[src/rtl/alu_exec_seq.sv]
// rtl/alu_exec_seq.sv - execute-stage ALU with registered single-cycle ops and iterative signed MULT/MADD
// Optional feature macro: ALU_OVF_EN (adds ovf output for signed ADD/SUB overflow)
module alu_exec_seq #(
  parameter int W       = 32,
  parameter int SHAMT_W = 5
) (
  input  logic               clk,
  input  logic               rst,
  input  logic               start,
  input  logic [3:0]         ALUctl,
  input  logic [W-1:0]       a,
  input  logic [W-1:0]       b,
  input  logic [SHAMT_W-1:0] shamt,
  output logic [W-1:0]       result,
  output logic               zero,
  output logic               busy,
  output logic               done,
  output logic [W-1:0]       hi,
  output logic [W-1:0]       lo
`ifdef ALU_OVF_EN
  ,
  output logic               ovf
`endif
);

  typedef enum logic [1:0] {IDLE, MUL, FIN} state_t;

  localparam logic [3:0]         OP_MULT = 4'b1011;
  localparam logic [3:0]         OP_MADD = 4'b1101;
  localparam logic [SHAMT_W-1:0] LAST    = SHAMT_W'(W - 1);

  state_t             state;
  logic [SHAMT_W-1:0] cnt;
  logic [2*W-1:0]     prod;
  logic [2*W-1:0]     mcand;
  logic [W-1:0]       mplier;
  logic               sign;
  logic               is_madd;

  logic [W-1:0]       sum, diff, alu_f, abs_a, abs_b;
  logic [2*W-1:0]     sprod, acc_new;
  logic               is_mul_op;

  always_comb begin
    sum   = a + b;
    diff  = a - b;
    alu_f = '0;
    case (ALUctl)
      4'b0000: alu_f = a & b;
      4'b0001: alu_f = a | b;
      4'b0010: alu_f = sum;
      4'b0011: alu_f = {b[15:0], {(W-16){1'b0}}};
      4'b0100: alu_f = a ^ b;
      4'b0101: alu_f = ~(a | b);
      4'b0110: alu_f = diff;
      4'b0111: alu_f = {{(W-1){1'b0}}, ($signed(a) < $signed(b))};
      4'b1000: alu_f = b << shamt;
      4'b1001: alu_f = b >> shamt;
      4'b1010: alu_f = $unsigned($signed(b) >>> shamt);
      4'b1100: alu_f = a;
      4'b1110: alu_f = diff;
      4'b1111: alu_f = b;
      default: alu_f = '0;
    endcase
  end

`ifdef ALU_OVF_EN
  logic alu_ovf;
  always_comb begin
    alu_ovf = 1'b0;
    if (ALUctl == 4'b0010)
      alu_ovf = (a[W-1] == b[W-1]) && (sum[W-1] != a[W-1]);
    else if (ALUctl == 4'b0110)
      alu_ovf = (a[W-1] != b[W-1]) && (diff[W-1] != a[W-1]);
  end
`endif

  // Magnitudes feed an unsigned shift-add; the sign is reapplied in FIN.
  always_comb begin
    is_mul_op = (ALUctl == OP_MULT) || (ALUctl == OP_MADD);
    abs_a     = a[W-1] ? (~a + 1'b1) : a;
    abs_b     = b[W-1] ? (~b + 1'b1) : b;
    sprod     = sign ? (~prod + 1'b1) : prod;
    acc_new   = is_madd ? ({hi, lo} + sprod) : sprod;
  end

  always_ff @(posedge clk) begin
    if (rst) begin
      state   <= IDLE;
      cnt     <= '0;
      prod    <= '0;
      mcand   <= '0;
      mplier  <= '0;
      sign    <= 1'b0;
      is_madd <= 1'b0;
      result  <= '0;
      zero    <= 1'b1;
      busy    <= 1'b0;
      done    <= 1'b0;
      hi      <= '0;
      lo      <= '0;
`ifdef ALU_OVF_EN
      ovf     <= 1'b0;
`endif
    end else begin
      done <= 1'b0;
      case (state)
        IDLE: begin
          if (start) begin
            if (is_mul_op) begin
              mcand   <= {{W{1'b0}}, abs_a};
              mplier  <= abs_b;
              prod    <= '0;
              sign    <= a[W-1] ^ b[W-1];
              is_madd <= (ALUctl == OP_MADD);
              cnt     <= '0;
              busy    <= 1'b1;
              state   <= MUL;
            end else begin
              result <= alu_f;
              zero   <= (alu_f == '0);
              done   <= 1'b1;
`ifdef ALU_OVF_EN
              ovf    <= alu_ovf;
`endif
            end
          end
        end
        MUL: begin
          if (mplier[0])
            prod <= prod + mcand;
          mcand  <= mcand << 1;
          mplier <= mplier >> 1;
          cnt    <= cnt + 1'b1;
          if (cnt == LAST)
            state <= FIN;
        end
        FIN: begin
          hi     <= acc_new[2*W-1:W];
          lo     <= acc_new[W-1:0];
          result <= acc_new[W-1:0];
          zero   <= (acc_new[W-1:0] == '0);
          done   <= 1'b1;
          busy   <= 1'b0;
`ifdef ALU_OVF_EN
          ovf    <= 1'b0;
`endif
          state  <= IDLE;
        end
        default: state <= IDLE;
      endcase
    end
  end

endmodule

[config.mk]
export PLATFORM = sky130hd
export DESIGN_NAME = alu_exec_seq
export DESIGN_NICKNAME = d
export VERILOG_FILES = /design/src/rtl/alu_exec_seq.sv
export SDC_FILE = /design/constraint.sdc
export NUM_CORES = 2
export LEC_CHECK = 0
export ABC_AREA = 0
export CORE_MARGIN = 2
export CORE_UTILIZATION = 55
export CTS_BUF_LIST = sky130_fd_sc_hd__clkbuf_4
export DETAILED_ROUTE_END_ITERATION = 10
export PLACE_DENSITY = 0.82
export SLEW_MARGIN = 20
export SYNTH_ARGS = -nofsm -noshare
export SYNTH_HDL_FRONTEND = slang
export SYNTH_SLANG_ARGS = --single-unit
[constraint.sdc]
create_clock -name clk -period 10.21 [get_ports clk]
set_clock_uncertainty 0.05 [all_clocks]
set_input_delay 2.042 -clock clk [delete_from_list [all_inputs] [get_ports clk]]
set_output_delay 2.042 -clock clk [all_outputs]
set_load 0.005 [all_outputs]
-- Yosys cells after proc, flatten, opt, wreduce, memory -nomap -nowiden
Index checks and enable logic that the tools add are counted.
W data, S select, Z words.
- register bits: 268
- input bits: 76
- output and inout port bits: 99
- logic and storage cells: 104
- add/subtract/negate cells: 8
- magnitude comparators: 1
- eq/ne operators: 23
- shift-type cells: 3
- mux-type cells: 34
- bitwise operators: 8
- reduce and logical (&&, ||, !) cells: 14
- operators by type and width (operator ; count):
    $mux W64 ; 7
    $pmux W32 S13 ; 1
    $pmux W64 S2 ; 2
    $mux W32 ; 6
    $add A64 B64 Y64 ; 2
    $pmux W32 S2 ; 2
    $not A32 Y32 ; 3
    $add A32 B1 Y32 const B ; 2
    $add A64 B1 Y64 const B ; 1
    $logic_not A32 Y1 ; 2
    $not A64 Y64 ; 1
    $add A32 B32 Y32 ; 1
    $and A32 B32 Y32 ; 1
    $eq A4 B4 Y1 const B ; 8
    $lt A32 B32 Y1 ; 1
    $or A32 B32 Y32 ; 1
    $shl A32 B5 Y32 ; 1
    $shr A32 B5 Y32 ; 1
    $sshr A32 B5 Y32 ; 1
    $sub A32 B32 Y32 ; 1
    $xor A32 B32 Y32 ; 1
    $eq A4 B3 Y1 const B ; 4
    $reduce_and A3 Y1 ; 5
    $mux W5 ; 2
    other kinds (19) ; 34

-- Longest topological paths before layout
- depth in word-level cells: 7
- depth in mapped cells: 25
- mapped depth without buffers: 24

-- Worst setup path before layout
No wires, ideal clock.
- path kind: input port to flip-flop
- from: in b[4]
- to: reg zero
- setup time: 0.079 ns
- data arrival time: 5.803 ns
- required time: 10.081 ns
- setup slack: 4.278 ns
- stages on the path: 16
- buffers on the path: 2
- cell sequence: clkbuf_1 > inv_1 > ha_1 > clkbuf_1 > nor3_1 > a2111oi_1 > o21ai_0 > a2111oi_1 > a2111oi_0 > or2_2 > a21boi_0 > nor4_1 > a211o_1 > nor4bb_1 > nand4_1 > o211ai_1
- word-level cells in the longest chain between the ends: 7
- elaborated cells on any way between the ends: 15
- those cells by class: add/sub: 2; order compare: 1; shift: 3; mux: 4; bitwise: 4; reduce/logical: 1
- RTL lines (what ; RTL line ; source):
    start, declared ; 12 ; input logic [W-1:0] b,
    parallel branches: the longest is 2 deep, another holds $sub A32 B32 Y32 ; n/a ;
    $pmux W32 S13 (*) ; 48 ; case (ALUctl)
    $logic_not A32 Y1 (*) ; 121 ; zero <= (alu_f == '0);
    $mux W1 (*) ; 110 ; if (is_mul_op) begin
    $mux W1 (*) ; 109 ; if (start) begin
    $pmux W1 S2 (*) ; 107 ; case (state)
    end signal, assigned ; 121 ;
    end signal, assigned ; 142 ; zero <= (acc_new[W-1:0] == '0);
    end, declared ; 15 ; output logic zero,
Every way passes the cells marked *. The select of a mux whose other input is x is not followed.
A chain may end at the register's enable or synchronous reset.

-- Worst setup path in the final report
- from: in b[3]
- to: reg zero
The elaborated chain is that of the path after synthesis.

==> impl_metrics.ini <==
[status]
status = finished with violations
failed_checks = DRC

[detailed_routing]
drc = 2
drtAntennaViolNets = 0
vias = 37401
wl_per_cell_um = 29.2
drt_pass1_iterations = 11
viasPerCell = 7.18
drt_iter0_drc = 5433
drt_wl_total_um = 152000

[global_route]
grt_start_max_net_pins = 105
first_global_vias = 33822
grt_overflow = 0
grt_pass1_wl_um = 221000
track_usage = 0.490
grt_antenna_before_repair = 10

[power_and_ir_drop]
power.switching_mw = 1.26
sw_frac_of_total = 0.395
p_total_mw = 3.18
power.share.clock = 0.328
p_per_area_nw_per_um2 = 91.3
power_frac_comb = 0.331
seq_power_share = 0.342
intPower_mw = 1.92
vdd_drop_max_mv = 0.128
p_leak_nw = 14.1

[floorplan]
die_w_um = 244
die_h_um = 244
num_io_pins = 175
fp-row-count = 87
die-area_um2 = 59500
start_util = 0.559
core_area_um2 = 56600

[critical_path]
crit_path_end_kind = flop
crit_required_ns = 10.86
crit_path_max_incr_delay_ns = 1.09
path_class = in -> reg
cpMostUsedCell = a2111oi_1
crit_chain = clkdlybuf4s50_1, inv_1, ha_1, nor3_1, a2111oi_1, o21ai_0, a2111oi_1, a2111oi_0, or2_2, a21boi_0, nor4_1, a211o_1, nor4bb_1, nand4_1, o211ai_1
path_max_fanout = 12
cp-start-kind = input port
critPathSlowestCell = a2111oi_1
critical_path_arrival_ns = 7.90
critPathTopFamily = compound AO/OA/AOI/OAI gates
critical_path_buf_inv_count = 2

[cts]
insertion_delay_ns = 0.85
cts_tree = built
post_cts_buffers = 0
cts_resized = 0
cts-buffers-inserted = 80
cts_hold_buf = 0
htree_levels = 3
cts_max_path_buffers = 3
clk_pin_slew_worst_paths_ns = 0.06
ctsRootBufferMaster = clkbuf_4
numClockSinks = 268

[sta]
finalHoldViolations = 0
max_freq_ghz = 0.138
final.setup.tns_ns = 0
whs_ns = 0.405
setup_viol = 0
period_needed_ns = 7.25
rsz0062_at_grt = no
finalCritPeriodShare = 0.710
slew_violations = 0
slew-limit-headroom = 0.129
worst_slew_pin_slew_ns = 1.30
timing.final.ws_setup_ns = 2.96

[layout]
drive_gt1_frac = 0.0804
nets = 4707
layoutNonFillerInstCount = 5211
finish.utilization = 0.615
stdcell_area_um2 = 34800
area_growth_pct = 9.89

[logic_synthesis]
yosysSeqAreaShare = 0.169
yosys-top-cells-area = dfxtp_1 (17%), ha_1 (9.5%), a21oi_1 (6.1%)
syn_nets = 4699
avgSynthCellArea_um2 = 7.23
synth_fa_ha_area_frac = 0.0974
synth_seq_cells = 268
synth_mux_area_frac = 0.0735
syn_area_um2 = 31700
synth_top_area_share = 0.169
synth_simple_gate_area_frac = 0.206
yosys_warnings = 0
synth-edff-count = 0
synth_cell_types = 87
synth_top_family_by_area = compound AO/OA/AOI/OAI gates
synth_area_leader_cell = dfxtp_1
synth_xor_area_frac = 0.0744
synth_compound_area_frac = 0.319
syn_inst = 4379
synthFlopType = dfxtp_1
synthArstFlopShare = 0

[placed_design]
dpl_worst_slack_ns = 2.48
dp_hpwl_um = 115000
post_dp_cell_area_um2 = 33800
place_inst = 5061
numPortBuffers = 174
finalWeightedCongestion = 1.13

[run]
max_cap_viol_count = 0

[hold_path]
holdCritPathClass = reg -> reg
[cell families after synthesis]
group,after synthesis
buf+inv,505
compound gates,1512
mux,179
fa+ha+maj,244
flops,268
xor+xnor,269
simple gates,1402
[cells in the mapped netlist, drive strengths merged (93+ instances only)]
library cell and number:
nand3 132, mux2i 94, dfxtp 268, a21o 104
xnor2 205, clkbuf 279, nand2 396, ha 240
inv 168, o21ai 264, nor2 448, nor3 103
a22oi 93, a21oi 389
[path summary, 6_finish.rpt]
| check | from | slack, ns | depth (start not counted) | to |
|---|---|---|---|---|
| max reg2reg | prod[3] | 3.64 | 17 | zero |
| min | result[7] | 0.40 | 2 | result[7] |
| max | b[3] | 2.96 | 15 | zero |
| min reg2reg | result[7] | 0.40 | 2 | result[7] |
[flip-flops by register name (all words and copies together) (netlist names), 2 cells and up]
name	flops
result	32
mplier	32
lo	32
hi	32
cnt	5
prod	64
state	2
mcand	64
[cell usage in the layout (no fill, tap or decap), types with 18 or more instances in the layout]
master and count:
o31ai_1 54, and3_1 29, mux2i_1 94, nor4_1 31, nand3_1 132, a21o_1 103
clkbuf_4 108, mux2_2 47, clkinv_1 28, o22ai_1 54, a21oi_1 389, a31oi_1 46
nand4_1 59, and2_1 18, nand2b_1 41, a222oi_1 43, nor2_1 443, or3_1 22
a22oi_1 93, dfxtp_1 266, xor2_1 64, o21bai_1 35, nor3_1 99, clkdlybuf4s50_1 167
xnor2_1 205, o41ai_1 24, nand2_1 396, nor2b_1 35, o21a_1 22, a211oi_1 91
a221oi_1 21, or2_2 19, o211ai_1 65, o221ai_1 21, mux4_2 38, buf_4 89
ha_1 240, o21ai_0 264, inv_1 167
[power by group through the flow]
stage / clock network [mW] / registers (mW) / logic, mW
2_1_floorplan: 0 / 1.10 / 0.581
3_3_place_gp: 0 / 1.11 / 0.978
3_5_place_dp: 0 / 1.11 / 0.974
4_1_cts: 1.06 / 1.08 / 0.978
5_1_grt: 1.10 / 1.09 / 1.07
6_report: 1.04 / 1.08 / 1.05
[tightest hold or removal path: cells and delay by family, from the launching register on]
kind | cells | cell delay (ns)
flip-flops | 1 | 0.31
AND/OR/NAND/NOR | 1 | 0.05
AO/OA/AOI/OAI | 1 | 0.05
[layer usage]
metal	global-route usage	vias up	share of wire
li1	-	16412	-
met1	0.596	17441	0.36
met2	0.705	2859	0.40
met3	0.171	681	0.14
met4	0.379	8	0.090
met5	0.00245	-	0.00040
[final cells by class]
type | count | area (um2)
antenna | 5 | 12.5
clock buffer | 108 | 811
clock inverter | 37 | 188
fill | 5291 | 21800
inverter | 170 | 638
multi-input combinational | 3606 | 24500
sequential | 268 | 5370
tap | 756 | 946
timing repair buffer | 261 | 2370
Note: power is estimated with default switching activity, not from simulation.
